[config.mk]
export PLATFORM = sky130hd
export DESIGN_NAME = hazard_ctrl
export DESIGN_NICKNAME = d
export VERILOG_FILES = /design/src/rtl/cpu_pkg.sv /design/src/rtl/hazard_ctrl_sat_counter.sv /design/src/rtl/hazard_ctrl.sv
export SDC_FILE = /design/constraint.sdc
export NUM_CORES = 1
export LEC_CHECK = 0
export CAP_MARGIN = 10
export CORE_MARGIN = 1.5
export CORE_UTILIZATION = 35
export CTS_CLUSTER_SIZE = 30
export DETAILED_ROUTE_END_ITERATION = 16
export PLACE_DENSITY = 0.64
export RECOVER_POWER = 25
export REMOVE_ABC_BUFFERS = 1
export SLEW_MARGIN = 5
export SYNTH_ARGS = -nofsm -noshare
export SYNTH_HDL_FRONTEND = slang
export SYNTH_HIERARCHICAL = 1
export SYNTH_SLANG_ARGS = --single-unit
[constraint.sdc]
create_clock -name clk -period 5.4 [get_ports clk]
set_input_delay 0.54 -clock clk [delete_from_list [all_inputs] [get_ports clk]]
set_output_delay 0.54 -clock clk [all_outputs]
set_load 0.03 [all_outputs]
[src/rtl/cpu_pkg.sv]
// Shared CPU definitions: writeback-select encodings and hazard FSM states.
package cpu_pkg;

    localparam logic [1:0] WD_ALU = 2'b00;
    localparam logic [1:0] WD_MEM = 2'b01;
    localparam logic [1:0] WD_PC4 = 2'b10;

    typedef enum logic [1:0] {
        RUN   = 2'd0,
        WAIT  = 2'd1,
        ERROR = 2'd2
    } hz_state_t;

endpackage

[src/rtl/hazard_ctrl_sat_counter.sv]
// Saturating up-counter: holds at all-ones instead of wrapping.
module sat_counter #(
    parameter int unsigned W = 32
) (
    input  logic         clk,
    input  logic         rst,
    input  logic         i_inc,
    output logic [W-1:0] o_cnt
);

    logic [W-1:0] r_cnt;

    // Count enabled cycles until the all-ones ceiling is reached.
    always_ff @(posedge clk or posedge rst) begin
        if (rst) begin
            r_cnt <= '0;
        end else if (i_inc && (r_cnt != '1)) begin
            r_cnt <= r_cnt + 1'b1;
        end
    end

    assign o_cnt = r_cnt;

endmodule

[src/rtl/hazard_ctrl.sv]
// Pipeline hazard controller: load-use / branch / memory-wait stall and flush
// generation, memory-wait timeout tracking and saturating event counters.
// TIMEOUT must be at least 2.
module hazard_ctrl
    import cpu_pkg::*;
#(
    parameter int unsigned TIMEOUT = 16,
    parameter int unsigned CNT_W   = 32
) (
    input  logic             clk,
    input  logic             rst,
    input  logic [4:0]       rf_ra0_id,
    input  logic [4:0]       rf_ra1_id,
    input  logic             rf_re0_id,
    input  logic             rf_re1_id,
    input  logic [4:0]       rf_wa_ex,
    input  logic             rf_we_ex,
    input  logic [1:0]       rf_wd_sel_ex,
    input  logic             npc_sel_ex,
    input  logic             dmem_req_mem,
    input  logic             dmem_ready,
    output logic             stall_pc,
    output logic             stall_if_id,
    output logic             stall_id_ex,
    output logic             stall_ex_mem,
    output logic             flush_if_id,
    output logic             flush_id_ex,
    output logic             flush_mem_wb,
    output logic             mem_err,
    output logic [CNT_W-1:0] cnt_stall,
    output logic [CNT_W-1:0] cnt_flush,
    output logic [CNT_W-1:0] cnt_lu
);

    localparam int unsigned       WCNT_W    = $clog2(TIMEOUT) + 1;
    // The first wait cycle is spent in RUN, so WAIT sees wcnt 0..TIMEOUT-2;
    // the increment that would reach TIMEOUT-1 lands on the last allowed cycle.
    localparam logic [WCNT_W-1:0] WCNT_LAST = WCNT_W'(TIMEOUT - 2);

    hz_state_t         r_state;
    hz_state_t         w_state_nxt;
    logic [WCNT_W-1:0] r_wcnt;
    logic [WCNT_W-1:0] w_wcnt_nxt;
    logic              w_lu;
    logic              w_mw;
    logic              w_flush_ev;
    logic              w_lu_ev;

    assign w_lu = rf_we_ex && (rf_wd_sel_ex == WD_MEM) && (rf_wa_ex != '0) &&
                  ((rf_re0_id && (rf_ra0_id == rf_wa_ex)) ||
                   (rf_re1_id && (rf_ra1_id == rf_wa_ex)));
    assign w_mw = dmem_req_mem && !dmem_ready;

    // State and wait-cycle counter registers.
    always_ff @(posedge clk or posedge rst) begin
        if (rst) begin
            r_state <= RUN;
            r_wcnt  <= '0;
        end else begin
            r_state <= w_state_nxt;
            r_wcnt  <= w_wcnt_nxt;
        end
    end

    // Next-state logic and prioritised stall/flush controls.
    always_comb begin
        w_state_nxt  = r_state;
        w_wcnt_nxt   = r_wcnt;
        stall_pc     = 1'b0;
        stall_if_id  = 1'b0;
        stall_id_ex  = 1'b0;
        stall_ex_mem = 1'b0;
        flush_if_id  = 1'b0;
        flush_id_ex  = 1'b0;
        flush_mem_wb = 1'b0;
        w_flush_ev   = 1'b0;
        w_lu_ev      = 1'b0;

        case (r_state)
            RUN: begin
                if (w_mw) begin
                    w_state_nxt = WAIT;
                    w_wcnt_nxt  = '0;
                end
            end
            WAIT: begin
                if (!w_mw) begin
                    w_state_nxt = RUN;
                    w_wcnt_nxt  = '0;
                end else if (r_wcnt == WCNT_LAST) begin
                    w_state_nxt = ERROR;
                end else begin
                    w_wcnt_nxt = r_wcnt + 1'b1;
                end
            end
            ERROR: begin
                w_state_nxt = ERROR;
            end
            default: begin
                w_state_nxt = RUN;
                w_wcnt_nxt  = '0;
            end
        endcase

        if ((r_state == ERROR) || w_mw) begin
            stall_pc     = 1'b1;
            stall_if_id  = 1'b1;
            stall_id_ex  = 1'b1;
            stall_ex_mem = 1'b1;
            flush_mem_wb = 1'b1;
        end else if (npc_sel_ex) begin
            flush_if_id = 1'b1;
            flush_id_ex = 1'b1;
            w_flush_ev  = 1'b1;
        end else if (w_lu) begin
            stall_pc    = 1'b1;
            stall_if_id = 1'b1;
            flush_id_ex = 1'b1;
            w_lu_ev     = 1'b1;
        end
    end

    assign mem_err = (r_state == ERROR);

    sat_counter #(.W(CNT_W)) u_cnt_stall (
        .clk   (clk),
        .rst   (rst),
        .i_inc (stall_pc),
        .o_cnt (cnt_stall)
    );

    sat_counter #(.W(CNT_W)) u_cnt_flush (
        .clk   (clk),
        .rst   (rst),
        .i_inc (w_flush_ev),
        .o_cnt (cnt_flush)
    );

    sat_counter #(.W(CNT_W)) u_cnt_lu (
        .clk   (clk),
        .rst   (rst),
        .i_inc (w_lu_ev),
        .o_cnt (cnt_lu)
    );

endmodule

Word-level counts from Yosys, hierarchy flattened

Cells that the tools add are included.

Add/sub/neg operators: 4
Multiply operators: 0
Div/mod/pow operators: 0
$lt $le $gt $ge: 0
Equality and inequality tests: 12
Shifts and indexed selects: 0
Mux-type cells: 17
Bitwise logic cells: 1
Reduce and logical (&&, ||, !) cells: 16

Operator list:

| kind                  | number |
|---|---|
| $add 32x1->32 const B | 3 |
| $ne 32x32->1 const B  | 3 |
| $mux 5                | 3 |
| $pmux 5 s3            | 1 |
| $eq 5x5->1            | 2 |
| $logic_and 1x1->1     | 9 |
| $mux 1                | 9 |
| $mux 2                | 3 |
| $ne 3x3->1 const B    | 2 |
| $pmux 2 s3            | 1 |
| $add 5x1->5 const B   | 1 |
| $eq 5x4->1 const B    | 1 |
| $reduce_bool 5->1     | 1 |
| $eq 2x1->1 const B    | 2 |
| $reduce_and 3->1      | 1 |
| $eq 2x2->1 const B    | 1 |
| $logic_not 2->1       | 1 |
| $logic_or 1x1->1      | 2 |
| $ne 2x2->1 const B    | 1 |
| $reduce_and 2->1      | 1 |
| $logic_not 1->1       | 1 |
| $not 1->1             | 1 |

Register bits: 103
Latch bits: 0
RAM bits: 0
Bits in read-only memories: 0
Input port bits: 25
Output and inout bits: 104
Memories: 0

Longest topological paths before layout

Depth in word-level cells: 8
Depth in mapped cells: 11
Mapped depth without buffers: 9

Modules after synthesis

The synthesis kept the hierarchy.

By module, submodules not included:

| module      | times used | cells an instance | area an instance (um^2) | sequential area each (um^2) |
|---|---|---|---|---|
| sat_counter | 3          | 139               | 1561.5                  | 800.8 |
| hazard_ctrl | 1          | 73                | 600.6                   | 175.2 |

Least setup slack after synthesis

Ideal clock, no wire load.

Path type: input to register
Start point: input port rf_wa_ex[3]
End point: register u_cnt_stall.r_cnt[21] (netlist: u_cnt_stall/o_cnt[21])
Setup time: 0.134 ns
Data arrival time: 3.611 ns
Required time: 5.266 ns
Slack: 1.655 ns
Stages on the path: 10
Cells stage by stage: xor2_1 -> nor4_2 -> a32oi_1 -> o31ai_1 -> clkbuf_2 -> nand3_1 -> or4_4 -> a311oi_4 -> nand4_1 -> xnor2_1

Longest elaborated chain between the ends: 8
Elaborated cells between the ends (all ways): 12
Classes of those cells: 2 x eq/ne; 3 x mux; 7 x reduce/logical

RTL lines:

| what                                 | line                                 | RTL |
|---|---|---|
| start: declaration                   | hazard_ctrl.sv:16                    | `input logic [4:0] rf_wa_ex,` |
| $eq 5x5->1 (on tied branches)        | hazard_ctrl.sv:50, hazard_ctrl.sv:51 |  |
| $logic_and 1x1->1 (on tied branches) | hazard_ctrl.sv:50, hazard_ctrl.sv:51 |  |
| $logic_or 1x1->1                     | hazard_ctrl.sv:50                    | `((rf_re0_id && (rf_ra0_id == rf_wa_ex)) \|\|` |
| $logic_and 1x1->1 (*)                | hazard_ctrl.sv:49                    | `assign w_lu = rf_we_ex && (rf_wd_sel_ex == WD_MEM) && (rf_wa_ex != '0) &&` |
| $mux 1 (*) (3 in series)             | -                                    |  |
| net stall_if_id                      | hazard_ctrl.sv:23                    | `output logic stall_if_id,` |
| $logic_and 1x1->1 (*)                | hazard_ctrl_sat_counter.sv:17        | `end else if (i_inc && (r_cnt != '1)) begin` |
| end signal: assignment               | hazard_ctrl_sat_counter.sv:18        | `r_cnt <= r_cnt + 1'b1;` |
| end: declaration                     | hazard_ctrl_sat_counter.sv:11        | `logic [W-1:0] r_cnt;` |

Mark *: on every way through the listed nets, which the timed path passes. The rest lies on a longest branch.
A chain may end at the register's enable or synchronous reset.

Worst setup path after layout

Start point: input port rf_wa_ex[3]
End point: output port stall_pc

Longest elaborated chain between the ends: 7
Elaborated cells between the ends (all ways): 11
Classes of those cells: 2 x eq/ne; 3 x mux; 6 x reduce/logical

RTL lines:

| what                                 | line                                 | RTL |
|---|---|---|
| $eq 5x5->1 (on tied branches)        | hazard_ctrl.sv:50, hazard_ctrl.sv:51 |  |
| $logic_and 1x1->1 (on tied branches) | hazard_ctrl.sv:50, hazard_ctrl.sv:51 |  |
| $logic_or 1x1->1                     | hazard_ctrl.sv:50                    |  |
| $logic_and 1x1->1 (*)                | hazard_ctrl.sv:49                    |  |
| $mux 1 (*)                           | hazard_ctrl.sv:115                   | `end else if (w_lu) begin` |
| $mux 1 (*)                           | hazard_ctrl.sv:111                   | `end else if (npc_sel_ex) begin` |
| $mux 1 (*)                           | hazard_ctrl.sv:105                   | `if ((r_state == ERROR) \|\| w_mw) begin` |
| end: declaration                     | hazard_ctrl.sv:22                    | `output logic stall_pc,` |

Mark *: on every way between the ends. The rest lies on a longest branch, timed or not.

==> impl_metrics.tcl <==
set metrics [dict create \
    synth_edf_count 0 \
    wl_per_cell_um 15.64 \
    drt_iter0_drc 197 \
    ys_async_sr_fraction 1.000 \
    synthSimpleGateAreaFrac 0.2365 \
    synthAdderAreaFrac 0.01184 \
    synthTopCellsByArea "dfrtp_1 49%, xnor2_1 13%, nand3_1 6.6%, and3_1 3.7%, nand4_1 3.6%" \
    p_per_area_nw_per_um2 276.5 \
    cts.repair.resized 0 \
    skew_ns 0.008918 \
    cts_tree "done" \
    synth_top_family_by_area "simple AND/OR/NAND/NOR gates" \
    nets 650 \
    critical-path-top-delay-family "buffers and inverters" \
    max-cap-violations 3 \
    ir_worst_vdd_mv 0.1476 \
    critPathLaunchType "primary input" \
    hold_viol_final 0 \
    initial_core_util 0.3609 \
    vias 4248 \
    io_pins 129 \
    crit_fanout 10 \
    synth_compound_area_frac 0.07150 \
    hold_buffers 0 \
    path_buf_inv 2 \
    grt_usage 0.1674 \
    grt_overflow 0 \
    outcome "finished with violations" \
    worstSetupPathType "primary input to output port" \
    synthMuxAreaShare 0.01207 \
    place_congestion 0.8316 \
    syn2layout_area_growth_pct 33.62 \
    root_buffer "clkbuf_16" \
    cts_buffer_depth 2 \
    ys.flop_type "dfrtp_1" \
    synth_xor_area_frac 0.1574 \
    die_h_um 125.9 \
    yosysSeqAreaShare 0.4877 \
    setup_viol 0 \
    grt_start_max_net_pins 33 \
    post_cts_buffers 0 \
    drc 5 \
    cp.required_ns 4.86 \
    power.leakage_nw 2.907 \
    core_area_um2 14640 \
    fmax_mhz 254.5 \
    antenna_cells 0 \
    synth.top_cell.area_share 0.4877 \
    rows 44 \
    place_hpwl_um 9223 \
    worst_skew_pair.late_latency_ns 0.35 \
    critical-path-max-stage-delay_ns 0.87 \
    antenna_found_initial 0 \
    fin_area_um2 7062 \
    antenna_left 0 \
    slew_violations 99 \
    syn_avg_cell_area_um2 10.79 \
    grt_pass1_vias 4210 \
    via_per_inst 5.257 \
    violations "DRC, capacitance limit, slew limit" \
    die_w_um 125.9 \
    yosys_warnings 6 \
    numPortBuffers 128 \
    fin_crit_ns 3.930 \
    ys_ff_latch 103 \
    drive_above_1_share 0.06571 \
    place_area_um2 6761 \
    rsz0062_at_grt "no" \
    crit_top_cell "clkdlybuf4s50_1" \
    relSlewSlack -0.2199 \
    synth_cell_types 45 \
    cts_buffers 9 \
    hold_class "flip-flop to flip-flop" \
    clk_pin_slew_ns 0.06 \
    grt_pass1_wl_um 21360 \
    totalWireLength_um 12640 \
    worstSetupEndpointType "output port" \
    tightest_slew_ns 1.830 \
    crit_chain "clkdlybuf4s50_1 > xor2_1 > nor4_2 > a32oi_1 > o31ai_1 > clkdlybuf4s50_1" \
    critPathSlowestCell "clkdlybuf4s50_1" \
    synth_common_cells "103 x dfrtp_1, 81 x xnor2_1, 70 x nand3_1" \
    synth_top_area_cell "dfrtp_1" \
    clock_sinks 103 \
    postSynthCellCount 490 \
    arrival_ns 3.39 \
    timing.final.crit_share 0.7277 \
    synth_area_um2 5285 \
    cts_max_level 3 \
    dieArea_um2 15850 \
    drt-pass1-iter-count 10 \
    fin_tns_setup_ns 0 \
    yosysMostFrequentCell "dfrtp_1" \
]
[stage by stage]
stage          setup slack (ns)  instances  hold slack, ns  power, mW  utilization
3_3_place_gp              1.292        793          0.4756      1.266       0.4617
2_1_floorplan            0.8401        477          0.3434      1.101            -
6_report                  1.470        808          0.4986      1.952       0.4822
5_1_grt                   1.207        808          0.5214      2.048       0.4822
4_1_cts                   1.466        808          0.4944      1.983       0.4830
3_5_place_dp              1.115        793          0.4811      1.276       0.4617
[cells in the final DEF (no fill, tap or decap), drive strengths merged, types with 6 or more instances in the layout]
cell / count
clkdlybuf4s50: 127
dfrtp: 103
xnor2: 81
nand3: 70
nand4: 33
nand2: 32
and3: 31
inv: 16
nor2: 14
xor2: 14
clkbuf: 13
a21oi: 9
nor4: 9
a41oi: 6
a31oi: 6
and4: 6
[routing by layer]
layer	GRT usage	part of all wire
met3	0.04715	0.056
met1	0.2189	0.45
met5	0	0
met4	0.05409	0.016
met2	0.2692	0.48
[sequential cells by signal (all words and copies together) (netlist names)]
| name | flops |
|---|---|
| u_cnt_lu/o_cnt | 32 |
| r_state | 2 |
| u_cnt_flush/o_cnt | 32 |
| u_cnt_stall/o_cnt | 32 |
| r_wcnt | 5 |
[report_power, final]
group,leakage (nW),internal (mW),switching [mW],total [mW]
logic,1.34,0.158,0.203,0.361
clock network,0.153,0.406,0.290,0.695
registers,1.41,0.818,0.0774,0.896
[final cells by class]
cell class | instances | area (um^2)
clock inverter | 5 | 82.58
clock buffer | 10 | 229.0
fill | 1386 | 7582
tap | 184 | 230.2
inverter | 15 | 56.30
multi-input combinational | 359 | 2586
timing repair buffer | 132 | 1300
sequential | 103 | 2577
[worst paths after layout]
path,to,startpoint,slack (ns),depth (start not counted)
max,stall_pc,rf_wa_ex[3],1.47,6
min,u_cnt_stall/o_cnt[10],u_cnt_stall/o_cnt[10],0.50,1
max reg2reg,u_cnt_lu/o_cnt[31],r_state[0],2.33,10
min reg2reg,u_cnt_stall/o_cnt[10],u_cnt_stall/o_cnt[10],0.50,1
max in group asynchronous,u_cnt_flush/o_cnt[25],rst,2.90,3
min in group asynchronous,r_state[1],rst,0.73,2
[kinds of logic (layout without fill, tap and decap cells)]
| kind of cell | after synthesis | count (layout) |
|---|---|---|
| xor gates and xnor gates | 95 | 95 |
| and+or+nand+nor | 213 | 213 |
| muxes | 6 | 6 |
| buffers and inverters | 28 | 162 |
| DFF | 103 | 103 |
| AOI/OAI and AO/OA | 40 | 40 |
| adders and majority gates | 5 | 5 |
Power figures use the tool's default switching activity.
